==> config.mk <==
export PLATFORM = sky130hd
export DESIGN_NAME = pc_fetch
export DESIGN_NICKNAME = d
export VERILOG_FILES = /design/src/rtl/pc_fetch_pkg.sv /design/src/rtl/pc_redirect_buf.sv /design/src/rtl/pc_fetch.sv
export SDC_FILE = /design/constraint.sdc
export NUM_CORES = 1
export LEC_CHECK = 0
export CORE_UTILIZATION = 40
export CTS_CLUSTER_DIAMETER = 200
export DETAILED_ROUTE_END_ITERATION = 8
export PLACE_DENSITY = 0.91
export SKIP_CTS_REPAIR_TIMING = 1
export SLEW_MARGIN = 20
export SYNTH_ARGS = -nofsm -noshare
export SYNTH_HDL_FRONTEND = slang
export SYNTH_SLANG_ARGS = --single-unit
==> constraint.sdc <==
create_clock -name clk -period 2.9 [get_ports clk]
set_input_delay 0.58 -clock clk [delete_from_list [all_inputs] [get_ports clk]]
set_output_delay 0.58 -clock clk [all_outputs]
set_load 0.01 [all_outputs]
==> src/rtl/pc_fetch_pkg.sv <==
// pc_fetch_pkg: shared address-map macros and constants for the fetch stage
`ifndef PC_FETCH_DEFS
`define PC_FETCH_DEFS
`define PC_WORD     32
`define PC_RESET    32'h0000_3000
`define PC_EXC      32'h0000_4180
`define PC_ADDR_LO  32'h0000_3000
`define PC_ADDR_HI  32'h0000_6FFC
`endif

package pc_fetch_pkg;
  localparam int W = `PC_WORD;
  localparam logic [W-1:0] RESET_ADDR = `PC_RESET;
  localparam logic [W-1:0] EXC_ADDR = `PC_EXC;
  localparam logic [W-1:0] ADDR_LO = `PC_ADDR_LO;
  localparam logic [W-1:0] ADDR_HI = `PC_ADDR_HI;
  function automatic logic bad_fetch(input logic [W-1:0] a);
    return (a[1:0] != 2'b00) || (a < ADDR_LO) || (a > ADDR_HI);
  endfunction
endpackage

==> src/rtl/pc_redirect_buf.sv <==
// pc_redirect_buf: holds a redirect target that arrived while fetch was stalled
module pc_redirect_buf
  import pc_fetch_pkg::*;
(
  input  logic         clk,
  input  logic         reset,
  input  logic         load,
  input  logic         clear,
  input  logic [W-1:0] d,
  output logic [W-1:0] q,
  output logic         valid
);
  always_ff @(posedge clk) begin
    if (reset || clear) begin
      valid <= 1'b0;
    end else if (load) begin
      valid <= 1'b1;
      q <= d;
    end
  end
endmodule

==> src/rtl/pc_fetch.sv <==
// pc_fetch: program counter with jump/branch/exception redirect and stall-deferred targets
module pc_fetch
  import pc_fetch_pkg::*;
#(
  parameter logic [W-1:0] RESET_PC = RESET_ADDR,
  parameter logic [W-1:0] EXC_PC = EXC_ADDR
) (
  input  logic         clk,
  input  logic         reset,
  input  logic         stall,
  input  logic         pc_branch,
  input  logic [W-1:0] B_addr,
  input  logic         j_en,
  input  logic [W-1:0] J_addr,
  input  logic         jr_en,
  input  logic [W-1:0] JR_addr,
  input  logic         exc,
  input  logic         eret,
  input  logic [W-1:0] EPC,
  output logic [W-1:0] PC,
  output logic [W-1:0] PC4,
  output logic         AdEL,
  output logic         redirect_pending
);
  logic         redirect_req;
  logic [W-1:0] target;
  logic [W-1:0] buf_target;
  logic [W-1:0] next_pc;
  logic         buf_clear;
  logic         buf_load;
  assign redirect_req = jr_en | j_en | pc_branch;
  assign target = jr_en ? JR_addr : j_en ? J_addr : B_addr;
  assign PC4 = PC + 32'd4;
  assign AdEL = bad_fetch(PC);
  // any unstalled edge either consumes the buffer or supersedes it
  assign buf_clear = exc | eret | ~stall;
  assign buf_load = stall & redirect_req & ~buf_clear;
  pc_redirect_buf u_buf (
    .clk(clk),
    .reset(reset),
    .load(buf_load),
    .clear(buf_clear),
    .d(target),
    .q(buf_target),
    .valid(redirect_pending)
  );
  always_comb begin
    next_pc = exc ? EXC_PC : eret ? EPC : stall ? PC : redirect_req ? target :
              redirect_pending ? buf_target : PC4;
  end
  always_ff @(posedge clk) begin
    PC <= reset ? RESET_PC : next_pc;
  end
endmodule

After elaboration in Yosys (flattened, before gate mapping)

Index checks and enable logic that the tools add are counted.

Register bits after elaboration: 65
Output and inout bits: 66

Add/sub/neg operators: 1
Order comparisons: 2
Equal/unequal tests: 2
Mux-type cells: 7
Bitwise gates (word level): 9
Reduce and logical (&&, ||, !) cells: 6

Operators by type and width:

| operator                | count |
|---|---|
| $mux W32                | 6 |
| $add A32 B3 Y32 const B | 1 |
| $gt A32 B15 Y1 const B  | 1 |
| $lt A32 B14 Y1 const B  | 1 |
| $mux W15                | 1 |
| $or A1 B1 Y1            | 4 |
| $logic_or A1 B1 Y1      | 3 |
| $ne A3 B1 Y1 const B    | 1 |
| $not A1 Y1              | 3 |
| $and A1 B1 Y1           | 2 |
| $ne A2 B1 Y1 const B    | 1 |
| $reduce_and A2 Y1       | 1 |
| $reduce_bool A2 Y1      | 1 |
| $reduce_or A2 Y1        | 1 |

Depth between registers and ports, before layout

Word-level depth: 6
Mapped depth: 8
Depth with buffers taken out: 6

Cells and area by module

From an unflattened synthesis, not the netlist that was laid out.

Cell total of the unflattened synthesis: 579
Area total of the unflattened synthesis: 4823.4 um^2

By module, submodules not included:

| module          | instances | cells each | area each (um^2) | sequential area each (um^2) |
|---|---|---|---|---|
| pc_fetch        | 1         | 543        | 3816.2           | 640.6 |
| pc_redirect_buf | 1         | 36         | 1007.2           | 980.9 |

Worst setup path before layout

No wires, ideal clock.

Path type: in2reg
Start point: input eret
End point: register u_buf.q[0], enable pin
Setup time: 0.421 ns
Arrival: 2.591 ns
Data required time: 2.479 ns
Setup slack: -0.112 ns
Cell stages on the path: 4
Path through: clkbuf_1 -> or2_2 -> nand2b_1 -> nor2_1

Longest elaborated chain between the ends: 5
Elaborated cells on any way between the ends: 7

Ends and longest elaborated chain:

| item                                             | RTL line                              | source |
|---|---|---|
| from (decl)                                      | pc_fetch.sv:18                        | `input logic eret,` |
| $or A1 B1 Y1 * (2 in a row)                      | pc_fetch.sv:36                        | `assign buf_clear = exc \| eret \| ~stall;` |
| $not A1 Y1 or $logic_or A1 B1 Y1 (tied branches) | pc_fetch.sv:37, pc_redirect_buf.sv:14 |  |
| $and A1 B1 Y1 or $not A1 Y1 (tied branches)      | -                                     |  |
| $reduce_and A2 Y1 (no line) *                    | -                                     |  |
| to (signal assigned)                             | pc_redirect_buf.sv:18                 | `q <= d;` |
| to (decl)                                        | pc_redirect_buf.sv:10                 | `output logic [W-1:0] q,` |

Every way passes the cells marked *; elsewhere a longest branch is shown, timed or not.
A chain may end at the register's enable or synchronous reset.

Worst setup path in the final report

Start point: register PC[18]
End point: output PC4[30]

Longest elaborated chain between the ends: 1

Ends and longest elaborated chain:

| item                   | RTL line       | source |
|---|---|---|
| from (decl)            | pc_fetch.sv:20 | `output logic [W-1:0] PC,` |
| from (signal assigned) | pc_fetch.sv:52 | `PC <= reset ? RESET_PC : next_pc;` |
| $add A32 B3 Y32        | pc_fetch.sv:33 | `assign PC4 = PC + 32'd4;` |
| to (decl)              | pc_fetch.sv:21 | `output logic [W-1:0] PC4,` |

No other way between the ends.

==> impl.org <==
** Finish
- Most common cell after layout, fill and taps aside :: sky130_fd_sc_hd__clkdlybuf4s50_1
- Antenna cells :: 0
- The post-route netlist has 14.7% of its cells at a drive strength greater than 1.
- Commonest cells after routing, fill and taps aside :: sky130_fd_sc_hd__clkdlybuf4s50_1, sky130_fd_sc_hd__nand2_1, sky130_fd_sc_hd__o21ai_0
- In the final design database the tool counted 930 nets.
- The finished layout holds 941 standard cells, fillers aside.
- After filler insertion, the fill cell instance count of the layout stands at 915.
- Area growth syn-to-layout :: 56.2%

** Critical path
- Worst reg-to-reg setup slack :: 0.93 ns
- The worst setup path is captured at an output port.
- Required time reported for the critical path endpoint :: 2.32 ns
- The worst setup path is launched from a register.
- Critical Path Fanout Max :: 5
- Arrival time of the worst setup path :: 2.34 ns
- The worst setup path is of the reg -> out kind.

** Yosys
- Area fraction in compound gates after synthesis :: 24.1%
- Summing the areas of all xor and xnor instances in the mapped netlist gives 4.38% of the synthesized area.
- The Yosys step of the flow raised 0 warnings.
- Multiplexer cells account for 5.47% of the synthesized area.
- After synthesis, the mean cell area works out to 8.19 µm².
- Proportion of synthesized chip area in sequential cells :: 33.8%
- Net count of the mapped netlist :: 723
- The netlist uses 67 different library cells.
- Async set or reset register ratio after synthesis :: 0%
- Area share of and/or/nand/nor cells after synthesis :: 25.9%
- Synthesized flop and latch total :: 65
- The top cell type by area accounts for 20.0% of the synthesized area.
- Main flop type after synthesis :: sky130_fd_sc_hd__dfxtp_1
- The largest total area in the synthesized netlist belongs to sky130_fd_sc_hd__edfxtp_1.
- Cell types with the largest area share after synthesis :: sky130_fd_sc_hd__edfxtp_1, sky130_fd_sc_hd__dfxtp_1, sky130_fd_sc_hd__o21ai_0, sky130_fd_sc_hd__nand2_1, sky130_fd_sc_hd__mux2i_1
- Number of enable-type register cells in the synthesized netlist :: 32
- Of the total synthesized cell area, the portion taken by full adders, half adders and majority gates is 0.261%.
- Cell area after synthesis :: 4800 µm²
- Synthesis produced 586 cells.
- After synthesis, the largest family of logic cells by area is simple AND/OR/NAND/NOR gates.

** Clocking
- The clock passes through at most 2 buffers.
- Worst-path clk slew :: 0.06 ns
- Sink Count :: 65
- TritonCTS created 9 clock buffers.
- Depth of the CTS H-tree :: 3
- Root buf cell :: sky130_fd_sc_hd__clkbuf_16
- Clock network latency to the later pin of the worst-skew pair :: 0.33 ns
- TritonCTS built the clock tree.

** Drt
- The detailed router finished its first iteration with 649 violations.
- Via density per instance :: 6.02
- Count of nets left with antenna violations after detail routing :: 0
- Vias :: 5,663
- For this run, design rule violations remaining after detail routing come to 11.
- Final wirelength :: 17,900 µm
- The first detailed-routing pass ran for 8 iterations.
- Average wire length per cell after detail routing :: 19.0 µm

** Run status
- Status :: finished with violations
- Violations in the final reports :: DRC, setup timing

** Floorplanning
- Die area :: 12,400 µm²
- Die width :: 112 µm
- Initial Util :: 41.5%
- Core Footprint :: 11,600 µm²
- The die is 112 µm tall.
- 202 I/O pins were placed.
- Number of standard-cell rows in the floorplan :: 39

** Min path
- Type of the most critical hold path :: reg -> reg

** Timing
- Number of pins with negative max-slew slack in the final report :: 0
- Number of hold violations in the final report :: 0
- In the finished design, the share of the clock period the worst path needs comes to 101%.
- Worst Slack Setup Final :: -0.0221 ns
- After layout, the minimum clock period comes to 2.92 ns.
- Derived from the worst setup path, the maximum achievable clock frequency is 342 MHz.
- On the final layout, the worst clock skew is 0.00593 ns.
- Min Hold Slack :: 0.547 ns
- Slew @ Worst Pin :: 0.551 ns
- Setup repair after global routing could not meet its margin everywhere.
- Final count of negative-setup-slack endpoints :: 3
- The worst pin sits at a relative slew slack of 62.9%.

** Placed design
- Buffers on Ports :: 201
- DP HPWL :: 13,800 µm
- Including well taps, the total number of placed cells is 919.
- Weighted congestion reported at the end of routability-driven placement :: 0.972

** Global route
- Global-route wire length before repair :: 27,400 µm
- Overall overflow remaining after global route :: 0
- Global routing used 28.1% of the available tracks.
- The number of antenna violations at the first check in global routing is 0.
- Number of global-route vias before repair :: 5,299
- Entering global routing, the biggest net connects 46 pins.

** Job
- Maximum capacitance violations :: 0

** Pwr
- Highest ir drop seen on vdd :: 0.293 mV
- Pwr/cell area :: 383 nW/µm²
- Leakage :: 2.84 nW
## cells in the mapped netlist, types with 5 or more instances
| master | number |
|---|---|
| sky130_fd_sc_hd__nand2_1 | 69 |
| sky130_fd_sc_hd__o21ai_0 | 52 |
| sky130_fd_sc_hd__a21oi_1 | 39 |
| sky130_fd_sc_hd__dfxtp_1 | 33 |
| sky130_fd_sc_hd__edfxtp_1 | 32 |
| sky130_fd_sc_hd__nor2_1 | 26 |
| sky130_fd_sc_hd__clkbuf_1 | 24 |
| sky130_fd_sc_hd__mux2i_1 | 24 |
| sky130_fd_sc_hd__nand3_1 | 24 |
| sky130_fd_sc_hd__nor2b_1 | 22 |
| sky130_fd_sc_hd__buf_2 | 18 |
| sky130_fd_sc_hd__xnor2_1 | 15 |
| sky130_fd_sc_hd__a211oi_1 | 14 |
| sky130_fd_sc_hd__nand4_1 | 13 |
| sky130_fd_sc_hd__a31oi_1 | 12 |
| sky130_fd_sc_hd__nand2b_1 | 11 |
| sky130_fd_sc_hd__nor4_1 | 11 |
| sky130_fd_sc_hd__nor3_1 | 10 |
| sky130_fd_sc_hd__inv_1 | 9 |
| sky130_fd_sc_hd__xor2_1 | 9 |
| sky130_fd_sc_hd__and3_1 | 8 |
| sky130_fd_sc_hd__o21a_1 | 7 |
| sky130_fd_sc_hd__o221ai_1 | 7 |
| sky130_fd_sc_hd__buf_4 | 5 |
| sky130_fd_sc_hd__o31ai_1 | 5 |
| sky130_fd_sc_hd__or3_1 | 5 |
## path summary, 6_finish.rpt
check	start	end	cells after the start
max reg2reg	u_buf.valid	PC[6]	4
min reg2reg	PC[22]	PC[22]	1
min	PC[22]	PC[22]	1
max	PC[18]	PC4[30]	5
## metrics by stage
stage | worst slack [ns] | area (µm²) | power [mW] | util [%] | setup TNS (ns)
floorplan | 0.412 | 4800 | 1.37 | - | 0
global placement | 0.246 | 7060 | 1.78 | 61.0 | 0
detailed placement | 0.234 | 7060 | 1.79 | 61.0 | 0
CTS | -0.139 | 7360 | 2.85 | 63.6 | -0.952
global route | -0.140 | 7490 | 2.96 | 64.8 | -0.340
finish | -0.0221 | 7490 | 2.87 | 64.8 | -0.0479
## layer usage
metal  up-vias  track usage (%)  wire, µm
met5         -                0         0
met3        61             5.50      2270
met2       427             43.9      7970
met1      2574             37.9      7080
li1       2601                -         -
met4         0             11.8       586
## state kept, by name, summed over array words and instances (netlist names), named ones only
register	cells
PC	30
u_buf.q	32
u_buf.valid	1
## worst max-delay path: stages (launching register included)
cell	delay, ns
sky130_fd_sc_hd__dfxtp_1	0.34
sky130_fd_sc_hd__and4_4	0.29
sky130_fd_sc_hd__nand2_1	0.19
sky130_fd_sc_hd__nor4_2	0.39
sky130_fd_sc_hd__xor2_1	0.24
sky130_fd_sc_hd__clkdlybuf4s50_1	0.57
## report_power, final
part / switching (mW) / total (mW) / internal (mW)
clock: 0.410 / 1.08 / 0.666
sequential: 0.0407 / 1.05 / 1.01
combinational: 0.343 / 0.741 / 0.399
## final cells by class
type                       instances  area, µm²  area share, %
clock buffer                      10        229           3.06
clock inverter                     6       68.8          0.918
inverter                           9       33.8          0.451
multi-input combinational        459       2950           39.4
sequential                        65       1640           21.9
tap                              143        179           2.39
timing repair buffer             249       2390           31.9
## cell families (layout without fill, tap and decap cells)
kind of cell,Yosys count,in the layout
buf+inv,62,274
compound gates,179,179
simple gates,229,229
fa+ha+maj,1,1
mux,26,26
xor+xnor,24,24
flops,65,65
Power figures use the tool's default switching activity.
